[config.mk]
export PLATFORM = sky130hd
export DESIGN_NAME = seven_seg_scan_flat
export DESIGN_NICKNAME = d
export VERILOG_FILES = /design/src/rtl/seg_pkg.sv /design/src/rtl/seven_seg_scan_if.sv /design/src/rtl/seg_decoder.sv /design/src/rtl/seven_seg_scan.sv /design/src/flat_wrapper.sv
export SDC_FILE = /design/constraint.sdc
export NUM_CORES = 1
export LEC_CHECK = 0
export ABC_AREA = 1
export CORE_MARGIN = 2
export CORE_UTILIZATION = 30
export CTS_CLUSTER_SIZE = 8
export DETAILED_ROUTE_END_ITERATION = 12
export PLACE_DENSITY = 0.51
export SYNTH_ARGS = -nofsm -noshare
export SYNTH_HDL_FRONTEND = slang
export SYNTH_HIERARCHICAL = 1
export SYNTH_SLANG_ARGS = --single-unit
export TNS_END_PERCENT = 1
[constraint.sdc]
create_clock -name clk -period 5.6 [get_ports clk]
set_clock_uncertainty 0.2 [all_clocks]
set_input_delay 0.56 -clock clk [delete_from_list [all_inputs] [get_ports clk]]
set_output_delay 0.56 -clock clk [all_outputs]
set_load 0.01 [all_outputs]
[src/rtl/seg_pkg.sv]
// seg_pkg: shared segment constants and the BCD-to-7-segment table (active-low {g,f,e,d,c,b,a})
package seg_pkg;
  localparam int NUM_DIGITS = 4;
  localparam logic [6:0] SEG_BLANK = 7'h7F;
  localparam logic [6:0] SEG_MINUS = 7'h3F;
  localparam logic [9:0][6:0] SEG_TABLE = {7'h10, 7'h00, 7'h78, 7'h02, 7'h12,
                                           7'h19, 7'h30, 7'h24, 7'h79, 7'h40};
endpackage

[src/rtl/seven_seg_scan_if.sv]
// seven_seg_scan_if: digit bus from the counter plus the display pins
interface seven_seg_scan_if;
  logic [3:0] d3, d2, d1, d0;
  logic minus_flag;
  logic blank;
  logic [3:0] an;
  logic [6:0] seg;
  logic dp;
  modport master (output d3, d2, d1, d0, minus_flag, blank, input an, seg, dp);
  modport slave (input d3, d2, d1, d0, minus_flag, blank, output an, seg, dp);
endinterface

[src/rtl/seg_decoder.sv]
// seg_decoder: BCD code to active-low segment pattern; codes above 9 go dark
module seg_decoder
  import seg_pkg::*;
(
  input  logic [3:0] code,
  output logic [6:0] pat
);
  assign pat = code > 4'd9 ? SEG_BLANK : SEG_TABLE[code];
endmodule

[src/rtl/seven_seg_scan.sv]
// seven_seg_scan: 4-digit common-anode display multiplexer with per-frame digit snapshot.
// Optional leading-zero suppression under SEG_LEADING_ZERO_BLANK_EN.
module seven_seg_scan
  import seg_pkg::*;
#(
  parameter int N = 50000,
  parameter int DP_POS = 2
) (
  input logic clk,
  input logic reset,
  seven_seg_scan_if.slave bus
);
  localparam int CW = N > 1 ? $clog2(N) : 1;
  logic [CW-1:0] cnt;
  logic [1:0] sel;
  logic [NUM_DIGITS-1:0][3:0] snap;
  logic snap_minus;
  logic tick;
  logic dark;
  logic [6:0] pat;
  logic [6:0] seg_next;
  assign tick = cnt == CW'(N - 1);
  seg_decoder u_dec (.code(snap[sel]), .pat(pat));
`ifdef SEG_LEADING_ZERO_BLANK_EN
  always_comb
    dark = sel == 2'd3 ? snap[3] == 4'd0 && !snap_minus :
           sel == 2'd2 ? snap[3] == 4'd0 && snap[2] == 4'd0 :
           sel == 2'd1 ? snap[3] == 4'd0 && snap[2] == 4'd0 && snap[1] == 4'd0 : 1'b0;
`else
  always_comb dark = 1'b0;
`endif
  always_comb
    seg_next = sel == 2'd3 && snap_minus ? SEG_MINUS : dark ? SEG_BLANK : pat;
  always_ff @(posedge clk)
    if (reset) begin
      cnt        <= '0;
      sel        <= '0;
      snap       <= '0;
      snap_minus <= 1'b0;
      bus.an     <= 4'hF;
      bus.seg    <= SEG_BLANK;
      bus.dp     <= 1'b1;
    end else begin
      cnt <= tick ? '0 : cnt + 1'b1;
      if (tick) sel <= sel + 2'd1;
      // frame boundary: latch a coherent set of digits for the whole next frame
      if (tick && sel == 2'd3) begin
        snap       <= {bus.d3, bus.d2, bus.d1, bus.d0};
        snap_minus <= bus.minus_flag;
      end
      bus.an  <= bus.blank ? 4'hF : ~(4'b0001 << sel);
      bus.seg <= bus.blank ? SEG_BLANK : seg_next;
      bus.dp  <= bus.blank ? 1'b1 : ~(sel == 2'(DP_POS));
    end
endmodule

[src/flat_wrapper.sv]
// flat-port wrapper written by rule: the top's interface ports become plain ports
module seven_seg_scan_flat import seg_pkg::*;
#(
  parameter int N = 50000,
  parameter int DP_POS = 2
)
  (clk, reset, bus_d3, bus_d2, bus_d1, bus_d0, bus_minus_flag, bus_blank, bus_an, bus_seg, bus_dp);
  seven_seg_scan_if bus_i ();
  input logic clk;
  input logic reset;
  input wire logic [$bits(bus_i.d3)-1:0] bus_d3;
  input wire logic [$bits(bus_i.d2)-1:0] bus_d2;
  input wire logic [$bits(bus_i.d1)-1:0] bus_d1;
  input wire logic [$bits(bus_i.d0)-1:0] bus_d0;
  input wire logic [$bits(bus_i.minus_flag)-1:0] bus_minus_flag;
  input wire logic [$bits(bus_i.blank)-1:0] bus_blank;
  output wire logic [$bits(bus_i.an)-1:0] bus_an;
  output wire logic [$bits(bus_i.seg)-1:0] bus_seg;
  output wire logic [$bits(bus_i.dp)-1:0] bus_dp;
  assign bus_i.d3 = bus_d3;
  assign bus_i.d2 = bus_d2;
  assign bus_i.d1 = bus_d1;
  assign bus_i.d0 = bus_d0;
  assign bus_i.minus_flag = bus_minus_flag;
  assign bus_i.blank = bus_blank;
  assign bus_an = bus_i.an;
  assign bus_seg = bus_i.seg;
  assign bus_dp = bus_i.dp;
  seven_seg_scan #(.N(N), .DP_POS(DP_POS)) u_core (.clk(clk), .reset(reset), .bus(bus_i));
endmodule
* After elaboration in Yosys (flattened, before gate mapping) *
Memories as Yosys holds them, arrays and structs flattened.
Cells that the tools add are included.

storage, ports and cells
  register bits after elaboration = 47
  ROM bits = 112
  bits of input ports = 20
  output and inout port bits = 12
  word-level logic and storage cells = 33
  memories kept = 1

memories
  name             words  bits a word  read ports  clocked after memory_dff  wr ports  line              RTL
  (no name shown)  16     7            1           0                         0         seg_decoder.sv:8  assign pat = code > 4'd9 ? SEG_BLANK : SEG_TABLE[code];

cells by class
  $add $sub $neg = 2
  order comparisons = 3
  eq/ne operators = 3
  shifts and indexed selects = 1
  multiplexer cells = 5
  bitwise logic cells = 2
  reduce and logical (&&, ||, !) cells = 5

operators with widths
  cell                     number
  $mux W7                  3
  $add A16 B1 Y16 const B  1
  $eq A16 B16 Y1 const B   1
  $bmux W4 S2              1
  $lt A4 B5 Y1 const B     1
  $eq A2 B2 Y1 const B     2
  $gt A4 B4 Y1 const B     1
  $mux W4                  1
  $not A4 Y4               1
  $reduce_or A2 Y1         2
  $reduce_or A4 Y1         1
  $shl A1 B2 Y4 const A    1
  $lt A2 B3 Y1 const B     1
  $add A2 B1 Y2 const B    1
  $logic_and A1 B1 Y1      2
  $not A1 Y1               1

* Longest topological paths before layout *
Gate-level depths: netlist of the first run.

  depth after elaboration = 6
  depth in mapped cells = 11
  mapped depth without buffers = 11

* Cells and area by module *
Netlist of the first run, hierarchy kept.

by module, submodules not included
  module          instances  cells an instance  area an instance (um^2)  sequential area each (um^2)
  seven_seg_scan  1          324                2,308.5                  920.9
  seg_decoder     1          31                 196.4                    0.0

* Least setup slack after synthesis of the first run *
No wires, ideal clock.

  path type = reg-to-reg
  start = register u_core.sel[0]
  end = register u_core.bus.seg[3]
  library setup time = 0.123 ns
  data arrival time = 1.921 ns
  required time = 5.277 ns
  path slack = 3.355 ns
  cell stages (with the launch flop) = 11
  path buffers = 1
  cell sequence = dfxtp_1 > inv_1 > clkbuf_1 > a21oi_1 > a21oi_1 > inv_1 > ha_1 > nand2_1 > inv_1 > o21ai_0 > or2_2

between the ends
  cells in the longest elaborated chain, start to end = 4

RTL lines
  item                                                                      line                     RTL
  start, declared                                                           seven_seg_scan.sv:15     logic [1:0] sel;
  start signal, assigned                                                    seven_seg_scan.sv:45     if (tick) sel <= sel + 2'd1;
  $bmux W4 S2                                                               seven_seg_scan.sv:23     seg_decoder u_dec (.code(snap[sel]), .pat(pat));
  $mux W4 (not written as such)                                             seven_seg_scan.sv:23
  $mem_v2 Z16 W7 / $gt A4 B4 Y1 (equally long branches)                     -
  $mux W7 (not written as such) / $reduce_or A4 Y1 (equally long branches)  -
  end signal, assigned                                                      seven_seg_scan.sv:52     bus.seg <= bus.blank ? SEG_BLANK : seg_next;
  end, declared                                                             seven_seg_scan_if.sv:10  modport slave (input d3, d2, d1, d0, minus_flag, blank, output an, seg, dp);

Parallel ways exist; a longest one is shown, timed or not. The select of a mux whose other input is x is not followed.
A chain may end at the register's enable or synchronous reset.

* Worst setup path in the final report of the first run *
Same ends and word-level chain as after synthesis.

==> results of run 1 <==
[area by class of cell]
| type | count | area [um2] |
|---|---|---|
| Clock buffer | 6 | 72.57 |
| Clock inverter | 2 | 13.76 |
| Fill cell | 881 | 5170 |
| Inverter | 74 | 277.8 |
| Multi-Input combinational cell | 225 | 1237 |
| Sequential cell | 46 | 920.9 |
| Tap cell | 105 | 131.4 |
| Timing Repair Buffer | 31 | 310.3 |
[routing by layer]
metal  track usage  routed length (um)  vias up
met4       0.03929                  63        0
met5             0                   0        -
met1        0.1576                2525      910
met2        0.1989                2225       32
li1              -                   -     1145
met3       0.02292                 192        5
[power breakdown]
part           total [W]  switching [W]  internal (W)
combinational  0.0000363      0.0000148     0.0000215
clock           0.000201       0.000113     0.0000882
sequential      0.000333     0.00000196      0.000331
total           0.000571       0.000130      0.000441
[worst max-delay path, stage by stage, from the launching register on]
cell	delay, ps
sky130_fd_sc_hd__dfxtp_1	470
sky130_fd_sc_hd__inv_1	260
sky130_fd_sc_hd__o21ai_0	220
sky130_fd_sc_hd__a21oi_1	60
sky130_fd_sc_hd__a21oi_1	280
sky130_fd_sc_hd__inv_1	130
sky130_fd_sc_hd__ha_1	300
sky130_fd_sc_hd__nand2_1	70
sky130_fd_sc_hd__inv_1	70
sky130_fd_sc_hd__o21ai_0	70
sky130_fd_sc_hd__or2_2	280
[stage by stage]
stage	instances	total power [W]	cell area, um2	hold slack [ps]
2_1_floorplan	355	0.0003572	2505	217.5
3_3_place_gp	481	0.0003779	2878	233.2
3_5_place_dp	481	0.0003779	2878	244.1
4_1_cts	489	0.0005848	2964	257.3
5_1_grt	489	0.0006007	2964	279.2
6_report	489	0.0005708	2964	255.5
[registers in the layout, indices dropped and copies added, names as in the netlist]
| name | flops |
|---|---|
| u_core/bus.an | 4 |
| u_core/bus.seg | 7 |
| u_core/cnt | 16 |
| u_core/sel | 2 |
| u_core/snap | 16 |
| u_core/snap_minus | 1 |
[kinds of logic (layout without fill, tap and decap cells)]
| logic type | Yosys count | count (layout) | share of synthesized area |
|---|---|---|---|
| buf+inv | 84 | 113 | 0.1384 |
| compound gates | 31 | 31 | 0.06494 |
| simple gates | 178 | 178 | 0.3581 |
| flops | 46 | 46 | 0.3676 |
| xor+xnor | 6 | 6 | 0.02098 |
| fa+ha+maj | 10 | 10 | 0.04995 |
[cell usage after synthesis]
cell	number
sky130_fd_sc_hd__nor2_4	4
sky130_fd_sc_hd__clkbuf_1	4
sky130_fd_sc_hd__dfxtp_1	46
sky130_fd_sc_hd__a21oi_1	19
sky130_fd_sc_hd__buf_6	3
sky130_fd_sc_hd__nor2_2	2
sky130_fd_sc_hd__a21oi_2	1
sky130_fd_sc_hd__xor2_1	6
sky130_fd_sc_hd__nor3_1	4
sky130_fd_sc_hd__o21ai_0	10
sky130_fd_sc_hd__inv_1	71
sky130_fd_sc_hd__nand3_1	14
sky130_fd_sc_hd__or2_2	6
sky130_fd_sc_hd__nand2_4	2
sky130_fd_sc_hd__nand2_2	13
sky130_fd_sc_hd__buf_4	2
sky130_fd_sc_hd__nand3b_1	1
sky130_fd_sc_hd__nand3_4	3
sky130_fd_sc_hd__nor2_1	42
sky130_fd_sc_hd__and2_1	1
sky130_fd_sc_hd__inv_2	2
sky130_fd_sc_hd__buf_2	1
sky130_fd_sc_hd__nand4_1	21
sky130_fd_sc_hd__ha_1	10
sky130_fd_sc_hd__nand2_1	63
sky130_fd_sc_hd__o21ai_2	1
sky130_fd_sc_hd__or2_0	1
sky130_fd_sc_hd__clkinv_1	1
sky130_fd_sc_hd__nor3_2	1
[worst min-delay path by stage]
stage / startpoint / end / slack, ps / cells after the start
global route: u_core/cnt[0] / u_core/cnt[0] / 280 / 1
floorplan: u_core/cnt[0] / u_core/cnt[0] / 220 / 1
CTS: u_core/cnt[0] / u_core/cnt[0] / 260 / 1
global placement: u_core/cnt[0] / u_core/cnt[0] / 230 / 1
finish: u_core/cnt[0] / u_core/cnt[0] / 260 / 1
detailed placement: u_core/cnt[0] / u_core/cnt[0] / 240 / 1
==> impl_results.html, run 1 <==
<table>
<tr><th>Metric</th><th>Value</th></tr>
<tr><th colspan="2">Status</th></tr>
<tr><td>Outcome</td><td>finished clean</td></tr>
<tr><th colspan="2">Setup path</th></tr>
<tr><td>Maximum net fanout on the critical path</td><td>15</td></tr>
<tr><td>Signal arrival time at the worst endpoint</td><td>2510 ps</td></tr>
<tr><td>Worst Setup Start Kind</td><td>register</td></tr>
<tr><td>Worst flop-to-flop path endpoint</td><td>u_core/bus.seg[3]</td></tr>
<tr><td>Reg2reg path depth</td><td>10</td></tr>
<tr><td>CP Launch Point</td><td>u_core/sel[0]</td></tr>
<tr><td>Data required time at the worst endpoint</td><td>approximately 5600 ps</td></tr>
<tr><td>Worst reg2reg setup slack</td><td>3080 ps</td></tr>
<tr><td>Worst flop-to-flop path startpoint</td><td>u_core/sel[0]</td></tr>
<tr><td>Worst Setup End Kind</td><td>register</td></tr>
<tr><td>Crit path kind</td><td>reg -&gt; reg</td></tr>
<tr><td>End point of the critical path</td><td>u_core/bus.seg[3]</td></tr>
<tr><th colspan="2">Power and ir drop</th></tr>
<tr><td>Pleak</td><td>1.248 nW</td></tr>
<tr><td>Worst-case vdd ir drop</td><td>0.08153 mV</td></tr>
<tr><td>P per Cell Area</td><td>between 150 and 200 nW/um2</td></tr>
<tr><th colspan="2">Finish</th></tr>
<tr><td>Commonest non-fill, non-tap cell in the layout</td><td>sky130_fd_sc_hd__inv_1</td></tr>
<tr><td>Relative area change from synthesis to final layout</td><td>18.33%</td></tr>
<tr><td>Nets</td><td>413</td></tr>
<tr><td>Final core utilization</td><td>0.3644</td></tr>
<tr><td>Antenna diode instance count</td><td>0</td></tr>
<tr><td>Leading cell types in the layout, fill and taps excluded</td><td>sky130_fd_sc_hd__inv_1, sky130_fd_sc_hd__nand2_1, sky130_fd_sc_hd__dfxtp_1</td></tr>
<tr><td>Share of final-layout standard cells stronger than drive strength 1</td><td>0.1094</td></tr>
<tr><th colspan="2">Timing</th></tr>
<tr><td>Hold Vio Cnt, Final</td><td>0</td></tr>
<tr><td>Actual slew at the worst max-slew pin</td><td>841.7 ps</td></tr>
<tr><td>Unrepaired setup endpoints after global routing</td><td>false</td></tr>
<tr><td>Worst slew margin relative to its limit</td><td>0.4389</td></tr>
<tr><td>Setup_tns</td><td>0 ps</td></tr>
<tr><td>Count of endpoints failing setup in the final report</td><td>0</td></tr>
<tr><td>Min setup slack post-route</td><td>about 3000 ps</td></tr>
<tr><td>Min cycle time layout</td><td>2518 ps</td></tr>
<tr><td>Total count of max-transition violations in the final report</td><td>0</td></tr>
<tr><td>Highest attainable clock frequency</td><td>397.1 MHz</td></tr>
<tr><td>Part of the cycle the worst path needs</td><td>0.4497</td></tr>
<tr><th colspan="2">Routing</th></tr>
<tr><td>Initial DRT Pass Iterations</td><td>4</td></tr>
<tr><td>Iter 0 DRT Violations</td><td>84</td></tr>
<tr><td>Routed length per placed instance</td><td>10.24 um</td></tr>
<tr><td>Total detailed-routing wirelength</td><td>5.006 mm</td></tr>
<tr><td>Vias per Instance</td><td>roughly 4.3</td></tr>
<tr><td>Via count</td><td>2092</td></tr>
<tr><td>Routed Antenna Nets</td><td>0</td></tr>
<tr><td>Number of remaining DRC errors</td><td>0</td></tr>
<tr><th colspan="2">Floorplanning</th></tr>
<tr><td>Full die area</td><td>9096 um2</td></tr>
<tr><td>Total I/O pin count</td><td>32</td></tr>
<tr><td>Placeable core area</td><td>8134 um2</td></tr>
<tr><td>Row Count</td><td>33</td></tr>
<tr><td>Die Span X</td><td>95.38 um</td></tr>
<tr><td>Initial cell density of the core</td><td>0.3080</td></tr>
<tr><td>Die Y-Extent</td><td>95.38 um</td></tr>
<tr><th colspan="2">GRT</th></tr>
<tr><td>Global-route wire length before repair</td><td>8.583 mm</td></tr>
<tr><td>Number of antenna violations at the first check in global routing</td><td>0</td></tr>
<tr><td>Number of global-route vias before repair</td><td>1882</td></tr>
<tr><td>Overflow left after global routing</td><td>0</td></tr>
<tr><td>Pin count of the biggest net entering global routing</td><td>21</td></tr>
<tr><td>Global router's overall resource usage</td><td>0.1203</td></tr>
<tr><th colspan="2">Clocking</th></tr>
<tr><td>Post-CTS Repair Setup Buffers</td><td>0</td></tr>
<tr><td>Clock edge transition at the registers on the reported setup and hold paths</td><td>approximately 80 ps</td></tr>
<tr><td>CTS-repair resized insts</td><td>0</td></tr>
<tr><td>Clock buffers created by TritonCTS</td><td>5</td></tr>
<tr><td>Sink count of the clock tree</td><td>46</td></tr>
<tr><td>Largest buffer count on any clock path</td><td>2</td></tr>
<tr><td>CTS hold repair buffers</td><td>0</td></tr>
<tr><td>TritonCTS clock tree</td><td>done</td></tr>
<tr><td>CTS H-tree depth</td><td>2</td></tr>
<tr><td>Master cell of the clock root buffer</td><td>sky130_fd_sc_hd__clkbuf_8</td></tr>
<tr><td>Clk Latency, worst-skew pair</td><td>300 ps</td></tr>
<tr><th colspan="2">Synthesis</th></tr>
<tr><td>Cell types occupying the most area after synthesis</td><td>sky130_fd_sc_hd__dfxtp_1, sky130_fd_sc_hd__inv_1, sky130_fd_sc_hd__nand2_1, sky130_fd_sc_hd__nor2_1, sky130_fd_sc_hd__nand4_1</td></tr>
<tr><td>Syn nets</td><td>385</td></tr>
<tr><td>Area share of the largest cell type after synthesis</td><td>0.3676</td></tr>
<tr><td>Synthesis warning total</td><td>6</td></tr>
<tr><td>Number of instances in the synthesized netlist</td><td>roughly 360</td></tr>
<tr><td>Synth Register Bits</td><td>46</td></tr>
<tr><td>Netlist area before placement</td><td>2505 um2</td></tr>
<tr><td>Share of synthesized area occupied by flip-flops and latches</td><td>0.3676</td></tr>
<tr><td>Avg Inst Size Synth</td><td>slightly above 7 um2</td></tr>
<tr><td>Top cell type by total area after synthesis</td><td>sky130_fd_sc_hd__dfxtp_1</td></tr>
<tr><td>Cell variety after synth</td><td>29</td></tr>
<tr><th colspan="2">Placed design</th></tr>
<tr><td>Detailed placement HPWL</td><td>3.602 mm</td></tr>
<tr><td>Port bufs</td><td>31</td></tr>
<tr><td>Final estimated routing congestion in global placement</td><td>0.7713</td></tr>
<tr><td>Post-Place Worst Slack</td><td>3094 ps</td></tr>
<tr><th colspan="2">Flow run</th></tr>
<tr><td>Count of max-cap constraint violations</td><td>0</td></tr>
<tr><th colspan="2">Worst hold path</th></tr>
<tr><td>Class of the worst hold path</td><td>reg -&gt; reg</td></tr>
</table>
Power figures use the tool's default switching activity.
==> inputs of run 2 (changes only) <==
==> constraint.sdc (replaced) <==
create_clock -name clk -period 2.48 [get_ports clk]
set_clock_uncertainty 0.2 [all_clocks]
set_input_delay 0.248 -clock clk [delete_from_list [all_inputs] [get_ports clk]]
set_output_delay 0.248 -clock clk [all_outputs]
set_load 0.01 [all_outputs]
==> impl_results.html, run 2 (same netlist as run 1, synthesis figures left out) <==
<table>
<tr><th>Metric</th><th>Value</th></tr>
<tr><th colspan="2">Status</th></tr>
<tr><td>Outcome</td><td>finished clean</td></tr>
<tr><th colspan="2">Setup path</th></tr>
<tr><td>Crit path kind</td><td>reg -&gt; reg</td></tr>
<tr><td>Worst flop-to-flop path startpoint</td><td>u_core/sel[0]</td></tr>
<tr><td>Top Family by Delay on Critical Path</td><td>compound AO/OA/AOI/OAI gates</td></tr>
<tr><td>Signal arrival time at the worst endpoint</td><td>2170 ps (-340 ps)</td></tr>
<tr><td>Critical path's most frequent cell</td><td>sky130_fd_sc_hd__o21ai_0</td></tr>
<tr><td>Reg2reg path depth</td><td>9 (-1)</td></tr>
<tr><td>Worst Setup Start Kind</td><td>register</td></tr>
<tr><td>CP Launch Point</td><td>u_core/sel[0]</td></tr>
<tr><td>Worst flop-to-flop path endpoint</td><td>u_core/bus.seg[0]</td></tr>
<tr><td>Maximum net fanout on the critical path</td><td>11 (-4)</td></tr>
<tr><td>Delay of the slowest cell on the worst path</td><td>330 ps (-140 ps)</td></tr>
<tr><td>End point of the critical path</td><td>u_core/bus.seg[0]</td></tr>
<tr><td>Cell with the largest stage delay on the worst path</td><td>sky130_fd_sc_hd__dfxtp_1</td></tr>
<tr><td>Worst-path cell chain</td><td>inv_1 &gt; buf_4 &gt; o21ai_0 &gt; a21oi_1 &gt; a21oi_1 &gt; inv_1 &gt; o21ai_0 &gt; o21ai_0 &gt; or2_2</td></tr>
<tr><td>Logic depth of the worst path, buffers included</td><td>9 (-1)</td></tr>
<tr><td>Data required time at the worst endpoint</td><td>2470 ps (-3120 ps)</td></tr>
<tr><td>Worst Setup End Kind</td><td>register</td></tr>
<tr><td>Crit path buf inv count</td><td>3 (unchanged)</td></tr>
<tr><td>Worst reg2reg setup slack</td><td>300 ps (-2780 ps)</td></tr>
<tr><th colspan="2">Finish</th></tr>
<tr><td>Share of final-layout standard cells stronger than drive strength 1</td><td>0.1311 (+0.02173)</td></tr>
<tr><td>Area occupied by registers</td><td>922.1 um2 (+0.14%)</td></tr>
<tr><td>Leading cell types in the layout, fill and taps excluded</td><td>sky130_fd_sc_hd__inv_1, sky130_fd_sc_hd__nand2_1, sky130_fd_sc_hd__dfxtp_1</td></tr>
<tr><td>Multi-input gate area in the final layout</td><td>1245 um2 (+0.61%)</td></tr>
<tr><td>Antenna diode instance count</td><td>0 (unchanged)</td></tr>
<tr><td>Number of fill cells</td><td>883 (+0.23%)</td></tr>
<tr><td>Number of standard cells in the final layout excluding fillers</td><td>494 (+1.0%)</td></tr>
<tr><td>Nets</td><td>418 (+1.2%)</td></tr>
<tr><td>Largest regs</td><td>u_core/cnt (16), u_core/snap (16), u_core/bus.seg (7)</td></tr>
<tr><td>Relative area change from synthesis to final layout</td><td>21.28%</td></tr>
<tr><td>Final core utilization</td><td>0.3735 (+0.009076)</td></tr>
<tr><td>Commonest non-fill, non-tap cell in the layout</td><td>sky130_fd_sc_hd__inv_1</td></tr>
<tr><th colspan="2">Floorplanning</th></tr>
<tr><td>Die Y-Extent</td><td>95.38 um (unchanged)</td></tr>
<tr><td>Initial cell density of the core</td><td>0.3080 (unchanged)</td></tr>
<tr><td>Placeable core area</td><td>8134 um2 (unchanged)</td></tr>
<tr><td>Total I/O pin count</td><td>32 (unchanged)</td></tr>
<tr><td>Full die area</td><td>9096 um2 (unchanged)</td></tr>
<tr><td>Die Span X</td><td>95.38 um (unchanged)</td></tr>
<tr><td>Row Count</td><td>33 (unchanged)</td></tr>
<tr><th colspan="2">Routing</th></tr>
<tr><td>Total detailed-routing wirelength</td><td>5.102 mm (+1.9%)</td></tr>
<tr><td>Initial DRT Pass Iterations</td><td>4 (unchanged)</td></tr>
<tr><td>Iter 0 DRT Violations</td><td>63 (-25%)</td></tr>
<tr><td>Routed length per placed instance</td><td>10.33 um (+0.89%)</td></tr>
<tr><td>Number of remaining DRC errors</td><td>0 (unchanged)</td></tr>
<tr><td>Via count</td><td>2132 (+1.9%)</td></tr>
<tr><td>Vias per Instance</td><td>4.316 (+0.88%)</td></tr>
<tr><td>Routed Antenna Nets</td><td>0 (unchanged)</td></tr>
<tr><th colspan="2">Clocking</th></tr>
<tr><td>Clk Latency, worst-skew pair</td><td>300 ps (about the same)</td></tr>
<tr><td>TritonCTS clock tree</td><td>done</td></tr>
<tr><td>Clock edge transition at the registers on the reported setup and hold paths</td><td>90 ps (about the same)</td></tr>
<tr><td>CTS-repair resized insts</td><td>0 (unchanged)</td></tr>
<tr><td>CTS H-tree depth</td><td>2 (unchanged)</td></tr>
<tr><td>Clock buffers created by TritonCTS</td><td>5 (unchanged)</td></tr>
<tr><td>Largest buffer count on any clock path</td><td>2 (unchanged)</td></tr>
<tr><td>Post-CTS Repair Setup Buffers</td><td>0 (unchanged)</td></tr>
<tr><td>CTS hold repair buffers</td><td>0 (unchanged)</td></tr>
<tr><td>Master cell of the clock root buffer</td><td>sky130_fd_sc_hd__clkbuf_8</td></tr>
<tr><td>Sink count of the clock tree</td><td>46 (unchanged)</td></tr>
<tr><th colspan="2">GRT</th></tr>
<tr><td>Met2 Usage GRT</td><td>0.2060 (+0.007042)</td></tr>
<tr><td>Global router's overall resource usage</td><td>0.1220 (+0.001695)</td></tr>
<tr><td>Overflow left after global routing</td><td>0 (unchanged)</td></tr>
<tr><td>Layer with the highest usage after global routing</td><td>met2</td></tr>
<tr><td>Number of global-route vias before repair</td><td>1942 (+3.2%)</td></tr>
<tr><td>Global-route met3 utilization</td><td>0.02134 (-0.001581)</td></tr>
<tr><td>Pin count of the biggest net entering global routing</td><td>19 (-9.5%)</td></tr>
<tr><td>Global-route wire length before repair</td><td>8.804 mm (+2.6%)</td></tr>
<tr><td>Global routing usage on met1</td><td>0.1621 (+0.004509)</td></tr>
<tr><td>Number of antenna violations at the first check in global routing</td><td>0 (unchanged)</td></tr>
<tr><th colspan="2">Timing</th></tr>
<tr><td>Worst slew margin relative to its limit</td><td>0.6531 (+0.2143)</td></tr>
<tr><td>Total count of max-transition violations in the final report</td><td>0 (unchanged)</td></tr>
<tr><td>Count of endpoints failing setup in the final report</td><td>0 (unchanged)</td></tr>
<tr><td>Part of the cycle the worst path needs</td><td>0.8777 (+0.4280)</td></tr>
<tr><td>Min setup slack post-route</td><td>303.3 ps (-2778 ps)</td></tr>
<tr><td>Highest attainable clock frequency</td><td>459.4 MHz (+16%)</td></tr>
<tr><td>Min cycle time layout</td><td>2177 ps (-341.8 ps)</td></tr>
<tr><td>Actual slew at the worst max-slew pin</td><td>520.3 ps (-321.4 ps)</td></tr>
<tr><td>Unrepaired setup endpoints after global routing</td><td>false</td></tr>
<tr><td>Setup_tns</td><td>0 ps (unchanged)</td></tr>
<tr><td>Hold Vio Cnt, Final</td><td>0 (unchanged)</td></tr>
<tr><th colspan="2">Power and ir drop</th></tr>
<tr><td>Total chip power</td><td>0.001396 W (+140%)</td></tr>
<tr><td>Worst-case vdd ir drop</td><td>0.2505 mV (+210%)</td></tr>
<tr><td>Pleak</td><td>1.279 nW (+2.4%)</td></tr>
<tr><td>P per Cell Area</td><td>459.5 nW/um2 (+140%)</td></tr>
<tr><th colspan="2">Placed design</th></tr>
<tr><td>Final estimated routing congestion in global placement</td><td>0.8149 (+5.7%)</td></tr>
<tr><td>Detailed placement HPWL</td><td>3.774 mm (+4.8%)</td></tr>
<tr><td>Count of placed standard cells including taps</td><td>486 (+1.0%)</td></tr>
<tr><td>Port bufs</td><td>31 (unchanged)</td></tr>
<tr><td>Post-Place Worst Slack</td><td>148.8 ps (-2946 ps)</td></tr>
<tr><th colspan="2">Worst hold path</th></tr>
<tr><td>Class of the worst hold path</td><td>reg -&gt; reg</td></tr>
<tr><th colspan="2">Flow run</th></tr>
<tr><td>Count of max-cap constraint violations</td><td>0 (unchanged)</td></tr>
</table>
-- run 2: how the worst min path moves through the flow --
stage | startpoint | to | slack [ps] | depth (start not counted)
floorplan | reset | u_core/bus.an[0] | 190 | 2
global placement | u_core/cnt[0] | u_core/cnt[0] | 230 | 1
detailed placement | u_core/cnt[0] | u_core/cnt[0] | 240 | 1
CTS | u_core/cnt[0] | u_core/cnt[0] | 260 | 1
global route | u_core/cnt[0] | u_core/cnt[0] | 280 | 1
finish | u_core/cnt[0] | u_core/cnt[0] | 250 | 1
-- run 2: worst register-to-register path, cell delays in order, from the launching register on --
cell	delay, ps
sky130_fd_sc_hd__dfxtp_1	330
sky130_fd_sc_hd__inv_1	130
sky130_fd_sc_hd__buf_4	190
sky130_fd_sc_hd__o21ai_0	150
sky130_fd_sc_hd__a21oi_1	60
sky130_fd_sc_hd__a21oi_1	320
sky130_fd_sc_hd__inv_1	170
sky130_fd_sc_hd__o21ai_0	130
sky130_fd_sc_hd__o21ai_0	100
sky130_fd_sc_hd__or2_2	290
-- run 2: routing by layer --
layer / up-vias / wire length [um]
li1: 1154 / -
met1: 937 / 2615
met2: 37 / 2257
met3: 4 / 184
met4: 0 / 44
met5: - / 0
-- run 2: cell type report --
type                            instances  share of cell area
Clock inverter                          2             0.01236
Multi-Input combinational cell        225              0.4098
Clock buffer                            6             0.02389
Sequential cell                        46              0.3035
Tap cell                              105             0.04325
Inverter                               74             0.09267
Timing Repair Buffer                   36              0.1145
-- run 2: report_power, final --
part / switching (W) / internal (W) / leakage [nW]
Combinational: 0.0000342 / 0.0000508 / 0.853
Clock: 0.000258 / 0.000301 / 0.0514
Sequential: 0.00000447 / 0.000748 / 0.374
-- run 2: per-stage QoR --
stage | cell area, um2 | hold WS, ps
final | 3038 | 254.8
after global routing | 3038 | 276.2
after CTS | 3025 | 263.1
after detailed placement | 2915 | 242.0
after global placement | 2915 | 233.2
after floorplan | 2505 | 191.0
